<file path="src/rtl/alu_opcond_pkg.sv">
// Shared definitions for the ALU operand-conditioning stage.
// Mode encoding for the per-operand conditioning field.
package alu_opcond_pkg;

    localparam int MODE_W = 2;

    localparam logic [MODE_W-1:0] MODE_PASS = 2'b00;
    localparam logic [MODE_W-1:0] MODE_INV  = 2'b01;
    localparam logic [MODE_W-1:0] MODE_NEG  = 2'b10;
    localparam logic [MODE_W-1:0] MODE_ZERO = 2'b11;

    typedef enum logic [MODE_W-1:0] {
        OP_PASS = 2'b00,
        OP_INV  = 2'b01,
        OP_NEG  = 2'b10,
        OP_ZERO = 2'b11
    } opcond_mode_e;

endpackage : alu_opcond_pkg

</file>
<file path="src/rtl/alu_opcond_skid.sv">
// Generic 2-entry skid buffer (main + skid register) with valid/ready.
// in_ready is registered and depends only on the skid occupancy, so there
// is no combinational path from out_ready back to in_ready.
module alu_opcond_skid #(
    parameter int WIDTH = 34
) (
    input  logic             clk,
    input  logic             rst,
    input  logic             in_valid,
    output logic             in_ready,
    input  logic [WIDTH-1:0] in_data,
    output logic             out_valid,
    input  logic             out_ready,
    output logic [WIDTH-1:0] out_data
);

    logic             main_valid_reg, main_valid_next;
    logic [WIDTH-1:0] main_data_reg,  main_data_next;
    logic             skid_valid_reg, skid_valid_next;
    logic [WIDTH-1:0] skid_data_reg,  skid_data_next;
    logic             in_ready_reg,   in_ready_next;
    logic             accept;
    logic             xfer;

    assign accept = in_valid & in_ready_reg;
    assign xfer   = main_valid_reg & out_ready;

    // Next-state: skid refills main on transfer, otherwise route accepted data.
    always_comb begin
        main_valid_next = main_valid_reg;
        main_data_next  = main_data_reg;
        skid_valid_next = skid_valid_reg;
        skid_data_next  = skid_data_reg;
        if (xfer && skid_valid_reg) begin
            // in_ready is low whenever skid is occupied, so no accept here.
            main_data_next  = skid_data_reg;
            skid_valid_next = 1'b0;
        end else begin
            if (xfer) begin
                main_valid_next = 1'b0;
            end
            if (accept) begin
                if (!main_valid_reg || xfer) begin
                    main_valid_next = 1'b1;
                    main_data_next  = in_data;
                end else begin
                    skid_valid_next = 1'b1;
                    skid_data_next  = in_data;
                end
            end
        end
        in_ready_next = ~skid_valid_next;
    end

    // State registers; reset discards any in-flight entries.
    always_ff @(posedge clk or posedge rst) begin
        if (rst) begin
            main_valid_reg <= 1'b0;
            main_data_reg  <= '0;
            skid_valid_reg <= 1'b0;
            skid_data_reg  <= '0;
            in_ready_reg   <= 1'b1;
        end else begin
            main_valid_reg <= main_valid_next;
            main_data_reg  <= main_data_next;
            skid_valid_reg <= skid_valid_next;
            skid_data_reg  <= skid_data_next;
            in_ready_reg   <= in_ready_next;
        end
    end

    assign in_ready  = in_ready_reg;
    assign out_valid = main_valid_reg;
    assign out_data  = main_data_reg;

endmodule : alu_opcond_skid

</file>
<file path="src/rtl/alu_operand_cond.sv">
// Registered operand-conditioning stage ahead of the ALU.
// Each operand is independently passed, inverted, negated or zeroed, then
// registered through a 2-entry skid buffer.
// Optional feature macro: ALU_OPCOND_NEG_EN. When undefined, NEG mode
// behaves as INV (the ALU supplies the +1 as carry-in) and ovf flags are 0.
module alu_operand_cond #(
    parameter int WIDTH  = 16,
    parameter int MODE_W = 2
) (
    input  logic              clk,
    input  logic              rst,
    input  logic              in_valid,
    output logic              in_ready,
    input  logic [WIDTH-1:0]  in_x,
    input  logic [WIDTH-1:0]  in_y,
    input  logic [MODE_W-1:0] in_mode_x,
    input  logic [MODE_W-1:0] in_mode_y,
    output logic              out_valid,
    input  logic              out_ready,
    output logic [WIDTH-1:0]  out_x,
    output logic [WIDTH-1:0]  out_y,
    output logic              out_ovf_x,
    output logic              out_ovf_y
);
    import alu_opcond_pkg::*;

    localparam int DW = 2 * WIDTH + 2;

    // Index 0 is X, index 1 is Y.
    logic [1:0][WIDTH-1:0]  opnd_all;
    logic [1:0][MODE_W-1:0] mode_all;
    logic [1:0][WIDTH-1:0]  cond_all;
    logic [1:0]             ovf_all;

    assign opnd_all = {in_y, in_x};
    assign mode_all = {in_mode_y, in_mode_x};

    genvar gi;
    generate
        for (gi = 0; gi < 2; gi++) begin : g_opnd
            logic [WIDTH-1:0] cond_val;
            logic             cond_ovf;
`ifdef ALU_OPCOND_NEG_EN
            localparam logic [WIDTH-1:0] ONE      = {{(WIDTH-1){1'b0}}, 1'b1};
            localparam logic [WIDTH-1:0] MOST_NEG = {1'b1, {(WIDTH-1){1'b0}}};
            logic [WIDTH-1:0] neg_val;
            // Two's-complement negate through a WIDTH-bit incrementer.
            assign neg_val = ~opnd_all[gi] + ONE;
`endif

            // Per-operand conditioning selected by its mode field.
            always_comb begin
                cond_val = '0;
                cond_ovf = 1'b0;
                case (mode_all[gi])
                    MODE_PASS: cond_val = opnd_all[gi];
                    MODE_INV:  cond_val = ~opnd_all[gi];
                    MODE_NEG: begin
`ifdef ALU_OPCOND_NEG_EN
                        cond_val = neg_val;
                        cond_ovf = (opnd_all[gi] == MOST_NEG);
`else
                        cond_val = ~opnd_all[gi];
`endif
                    end
                    default:   cond_val = '0;
                endcase
            end

            assign cond_all[gi] = cond_val;
            assign ovf_all[gi]  = cond_ovf;
        end
    endgenerate

    logic [DW-1:0] skid_in_data;
    logic [DW-1:0] skid_out_data;

    assign skid_in_data = {cond_all[0], cond_all[1], ovf_all[0], ovf_all[1]};

    alu_opcond_skid #(
        .WIDTH (DW)
    ) u_skid (
        .clk       (clk),
        .rst       (rst),
        .in_valid  (in_valid),
        .in_ready  (in_ready),
        .in_data   (skid_in_data),
        .out_valid (out_valid),
        .out_ready (out_ready),
        .out_data  (skid_out_data)
    );

    assign out_x     = skid_out_data[DW-1 -: WIDTH];
    assign out_y     = skid_out_data[WIDTH+1 -: WIDTH];
    assign out_ovf_x = skid_out_data[1];
    assign out_ovf_y = skid_out_data[0];

endmodule : alu_operand_cond

</file>
<file path="config.mk">
export PLATFORM = sky130hd
export DESIGN_NAME = alu_operand_cond
export DESIGN_NICKNAME = d
export VERILOG_FILES = /design/src/rtl/alu_opcond_pkg.sv /design/src/rtl/alu_opcond_skid.sv /design/src/rtl/alu_operand_cond.sv
export SDC_FILE = /design/constraint.sdc
export NUM_CORES = 1
export LEC_CHECK = 0
export CAP_MARGIN = 20
export CORE_ASPECT_RATIO = 0.8
export CORE_UTILIZATION = 30
export DETAILED_ROUTE_END_ITERATION = 16
export GPL_ROUTABILITY_DRIVEN = 1
export PLACE_DENSITY = 0.58
export SYNTH_ARGS = -nofsm -noshare
export SYNTH_HDL_FRONTEND = slang
export SYNTH_SLANG_ARGS = --single-unit
</file>
<file path="constraint.sdc">
create_clock -name clk -period 3 [get_ports clk]
set_clock_uncertainty 0.15 [all_clocks]
set_input_delay 0.9 -clock clk [delete_from_list [all_inputs] [get_ports clk]]
set_output_delay 0.9 -clock clk [all_outputs]
set_load 0.1 [all_outputs]
</file>
**Word level (Yosys, flattened, before mapping)**

Index checks and enable logic that the tools add are counted.

- Add/subtract/negate cells: 0
- $mul: 0
- Divide/modulo/power cells: 0
- $lt $le $gt $ge: 0
- Equality and inequality tests: 4
- Shift operators: 0
- Mux-type cells: 11
- Bitwise operators: 7
- Reductions and logical operators: 11

Operators by type and width:

| kind | count |
|---|---|
| 34-bit two-way mux | 3 |
| 16-bit case mux with 2 select lines | 2 |
| 16-bit inverter | 2 |
| 1-bit two-way mux | 6 |
| 2-bit by 1-bit equality test with 1-bit output (second input constant) | 2 |
| 2-bit equality test (second input constant) | 2 |
| 2-bit zero test | 2 |
| 2-bit nonzero test | 2 |
| 2-bit OR reduction | 2 |
| 1-bit inverter | 3 |
| 3-bit AND reduction | 1 |
| 1-bit AND | 2 |
| 2-bit AND reduction | 1 |
| 1-bit logical AND | 1 |
| 1-bit zero test | 1 |
| 1-bit logical OR | 1 |

- Bits in registers: 69
- Bits in latches: 0
- RAM bits: 0
- Bits in read-only memories: 0
- Bits of input ports: 40
- Output and inout bits: 36
- Logic and storage cells: 38
- Memories: 0

**Longest topological paths before layout**

- Word-level depth: 6
- Gate-level depth with buffers: 6
- Mapped depth without buffers: 5

**Cells and area by module**

Synthesis repeated with hierarchy kept, for this count alone.

- Cell total of the unflattened synthesis: 319
- Area, all modules: 3814.9 µm²

Modules (own cells, without submodules):

| module | times used | cells each | area an instance (µm²) |
|---|---|---|---|
| alu_opcond_skid | 1 | 276 | 3365.7 |
| alu_operand_cond | 1 | 43 | 449.2 |

**Worst setup path after synthesis**

Ideal clock, no wire load.

- Path kind: reg-to-reg
- Start: register u_skid.main_valid_reg, in the netlist u_skid.out_valid
- End: register u_skid.skid_data_reg[8]
- Arrival time: 1.977 ns
- Required time: 2.725 ns
- Slack: 0.748 ns
- Stages on the path, launching flop included: 6
- Path through: dfrtp_1 nor2b_4 nor2b_4 buf_6 buf_12 mux2_2

- Longest elaborated chain between the ends: 4

RTL lines:

| what | RTL line | text |
|---|---|---|
| start: declaration | alu_opcond_skid.sv:17 | `logic main_valid_reg, main_valid_next;` |
| start signal: assignment | alu_opcond_skid.sv:64 | `main_valid_reg <= main_valid_next;` |
| 1-bit AND / 1-bit zero test (equally long branches) | alu_opcond_skid.sv:26, alu_opcond_skid.sv:43 |  |
| 1-bit logical AND / 1-bit logical OR (equally long branches) | alu_opcond_skid.sv:34, alu_opcond_skid.sv:43 |  |
| 1-bit inverter (no source line) | -- |  |
| 3-bit AND reduction (no source line) (*) | -- |  |
| end signal: assignment | alu_opcond_skid.sv:67 | `skid_data_reg <= skid_data_next;` |
| end: declaration | alu_opcond_skid.sv:20 | `logic [WIDTH-1:0] skid_data_reg, skid_data_next;` |

Mark *: on every way between the ends. The rest lies on a longest branch, timed or not.
A chain may end at the register's enable or synchronous reset.

**Worst setup path after layout**

- Start: input port in_mode_x[0]
- End: register u_skid.skid_data_reg[33]

- Longest elaborated chain between the ends: 3

RTL lines:

| what | RTL line | text |
|---|---|---|
| start: declaration | alu_operand_cond.sv:16 | `input logic [MODE_W-1:0] in_mode_x,` |
| 2-bit equality test / 2-bit by 1-bit equality test with 1-bit output (equally long branches) | alu_operand_cond.sv:55 | `case (mode_all[gi])` |
| 2-bit OR reduction (no source line) | -- |  |
| 16-bit case mux with 2 select lines (*) | alu_operand_cond.sv:55 |  |

Marked as above.

==> flow_metrics.py <==
metrics = {
    "sta": {
        "fin_setup_tns_ns": 0,
        "fin_crit_sh": 0.8178,
        "clock.fmax_mhz": 407.6,
        "rsz0062_at_grt": "no",
        "max_slew_margin": 0.5964,
        "layout_min_cycle_time_ns": 2.453,
        "tightest_slew_ns": 0.6054,
        "hold_viol": 0,
        "setup_violations": 0,
        "slew_viol_final": 0,
    },
    "setup_path": {
        "slowest_delay_ns": 0.48,
        "crit_top_cell": "mux2_2",
        "critPathMaxFanout": 16,
        "path_class": "in -> reg",
        "required_ns": 3.06,
        "endpoint_kind": "flop",
        "crit_arrival_ns": 2.51,
        "cp_slowest_cell": "ha_1",
        "cp_cell_sequence": "clkdlybuf4s50_1 > inv_1 > ha_1 > mux2_2 > mux2_2",
        "startpoint_type": "primary input",
    },
    "final_layout": {
        "final_util": 0.4095,
        "antennaDiodeCount": 0,
        "areaGrowthSynthToFinish_pct": 29.97,
        "layout-drive-gt1-share": 0.3644,
        "final_area_um2": 4547,
        "final_nets": 381,
    },
    "die": {
        "die_h_um": 98.59,
        "rows": 34,
        "core-area_um2": 11100,
        "ios": 76,
        "start_util": 0.3151,
        "die_w_um": 122.7,
        "die-area_um2": 12100,
    },
    "synth": {
        "synth_top_area_cell": "dfrtp_1",
        "synth_ff_type": "dfrtp_1",
        "yosysWarnings": 0,
        "synth_cell_types": 18,
        "synth.most_common_cell": "dfrtp_1",
        "synthTopCellsByCount": "66 x dfrtp_1, 64 x mux2i_1, 50 x mux2_2",
        "synth_seq_cells": 67,
        "postSynthCellCount": 263,
        "synth_area_leaders": "dfrtp_1 47%, mux2i_1 18%, mux2_2 16%",
        "async_flop_share": 1.000,
        "avgSynthCellArea_um2": 13.30,
        "synth_edf_count": 0,
        "ys_seq_area_frac": 0.4796,
        "yosysTopAreaCellShare": 0.4721,
        "syn_area_um2": 3498,
    },
    "placed_design": {
        "place_area_um2": 4285,
        "port_buffers": 73,
        "hpwlAfterDp_um": 4901,
        "place_congestion": 0.6750,
    },
    "worst_hold_path": {
        "hold_class": "reg -> reg",
    },
    "global_route": {
        "grt_pass1_wl_um": 12030,
        "grtUsageTotal": 0.1332,
        "grt_pass1_vias": 2415,
        "grt_max_degree": 28,
        "grt-ovfl-total": 0,
        "antenna_found_initial": 0,
    },
    "clocking": {
        "cts_root_buf": "clkbuf_16",
        "post_cts_buffers": 0,
        "htreeDepth": 3,
        "clkSlewWorstSetupHoldPaths_ns": 0.05,
        "clock_latency_ns": 0.33,
        "cts_tree": "done",
        "holdBufCountCts": 0,
        "clock_path_buffers": 2,
        "numClockSinks": 67,
        "cts_resized": 0,
        "cts_buffers": 9,
    },
    "drt": {
        "final_antenna_net_count": 0,
        "drtIter0Drc": 72,
        "wl_met1_um": 3615,
        "wl_met2_um": 3271,
        "drc": 0,
        "highest_layer": "met4",
        "wl_met3_um": 311,
        "drt_pass1_iterations": 4,
        "finalWirelength_um": 7288,
        "vias_per_cell": 4.407,
        "vias": 2146,
        "wl_per_cell_um": 14.97,
    },
    "status": {
        "outcome": "finished, final reports clean",
    },
    "run": {
        "cap_violations": 0,
    },
}
==> cells by family after synthesis <==
family	synth area share
AOI/OAI and AO/OA	0.007512
adders and majority gates	0.007152
buffers and inverters	0.08798
DFF	0.4796
muxes	0.4041
other	0.001072
and+or+nand+nor	0.01252
==> worst paths after layout <==
kind / start / endpoint / slack (ns) / cells after the start
setup / recovery: in_mode_x[0] / u_skid.skid_data_reg[33] / 0.55 / 5
hold / removal: u_skid.skid_data_reg[19] / u_skid.skid_data_reg[19] / 0.35 / 1
setup reg to reg: u_skid.in_ready / u_skid.skid_data_reg[14] / 1.28 / 4
hold reg to reg: u_skid.skid_data_reg[19] / u_skid.skid_data_reg[19] / 0.35 / 1
max in group asynchronous: rst / u_skid.in_ready / 1.37 / 3
min in group asynchronous: rst / u_skid.out_data[20] / 0.76 / 2
==> per-layer routing <==
layer,global-route usage,vias up
li1,-,1038
met1,0.1699,1056
met2,0.2100,45
met3,0.04167,7
met4,0.05066,0
met5,0,-
==> worst max-delay path, delay by kind of cell <==
family | cells | cell delay, ns
fa+ha+maj | 1 | 0.48
buf+inv | 2 | 0.49
mux | 2 | 0.64
==> placed cells by master, fill, tap and decap left out <==
cell type	netlist	layout
clkdlybuf4s50_1	0	39
inv_1	38	37
o21a_1	1	1
ha_1	2	2
buf_4	6	38
clkbuf_16	0	9
mux2i_1	64	64
conb_1	1	2
buf_12	3	4
dfstp_2	1	1
clkbuf_8	0	1
inv_2	0	1
clkinv_2	0	3
nand3_2	0	1
mux2_2	50	50
mux2_4	14	14
clkbuf_1	4	2
a21oi_4	0	1
nand2_1	3	3
o21ai_0	2	2
nor2b_4	2	2
dfrtp_1	66	66
==> final cells by class <==
type	instances	area, um2
fillers	1058	6556
flip-flops and latches	67	1678
multi-input cells	142	1529
repair buffers	81	755.7
clock buffers	12	246.5
well taps	144	180.2
inverters	38	142.6
clock inverters	3	15.01
==> per-stage QoR <==
step	cells	worst slack, ns	hold slack (ns)
2_1_floorplan	264	0.2685	0.3129
3_3_place_gp	472	0.1998	0.3382
3_5_place_dp	472	0.1743	0.3443
4_1_cts	487	0.5243	0.3558
5_1_grt	487	0.4361	0.3720
6_report	487	0.5467	0.3534
Power is left out: the tool's default activity adds up to more than one toggle a clock period on the data nets, which glitch-free logic cannot reach.
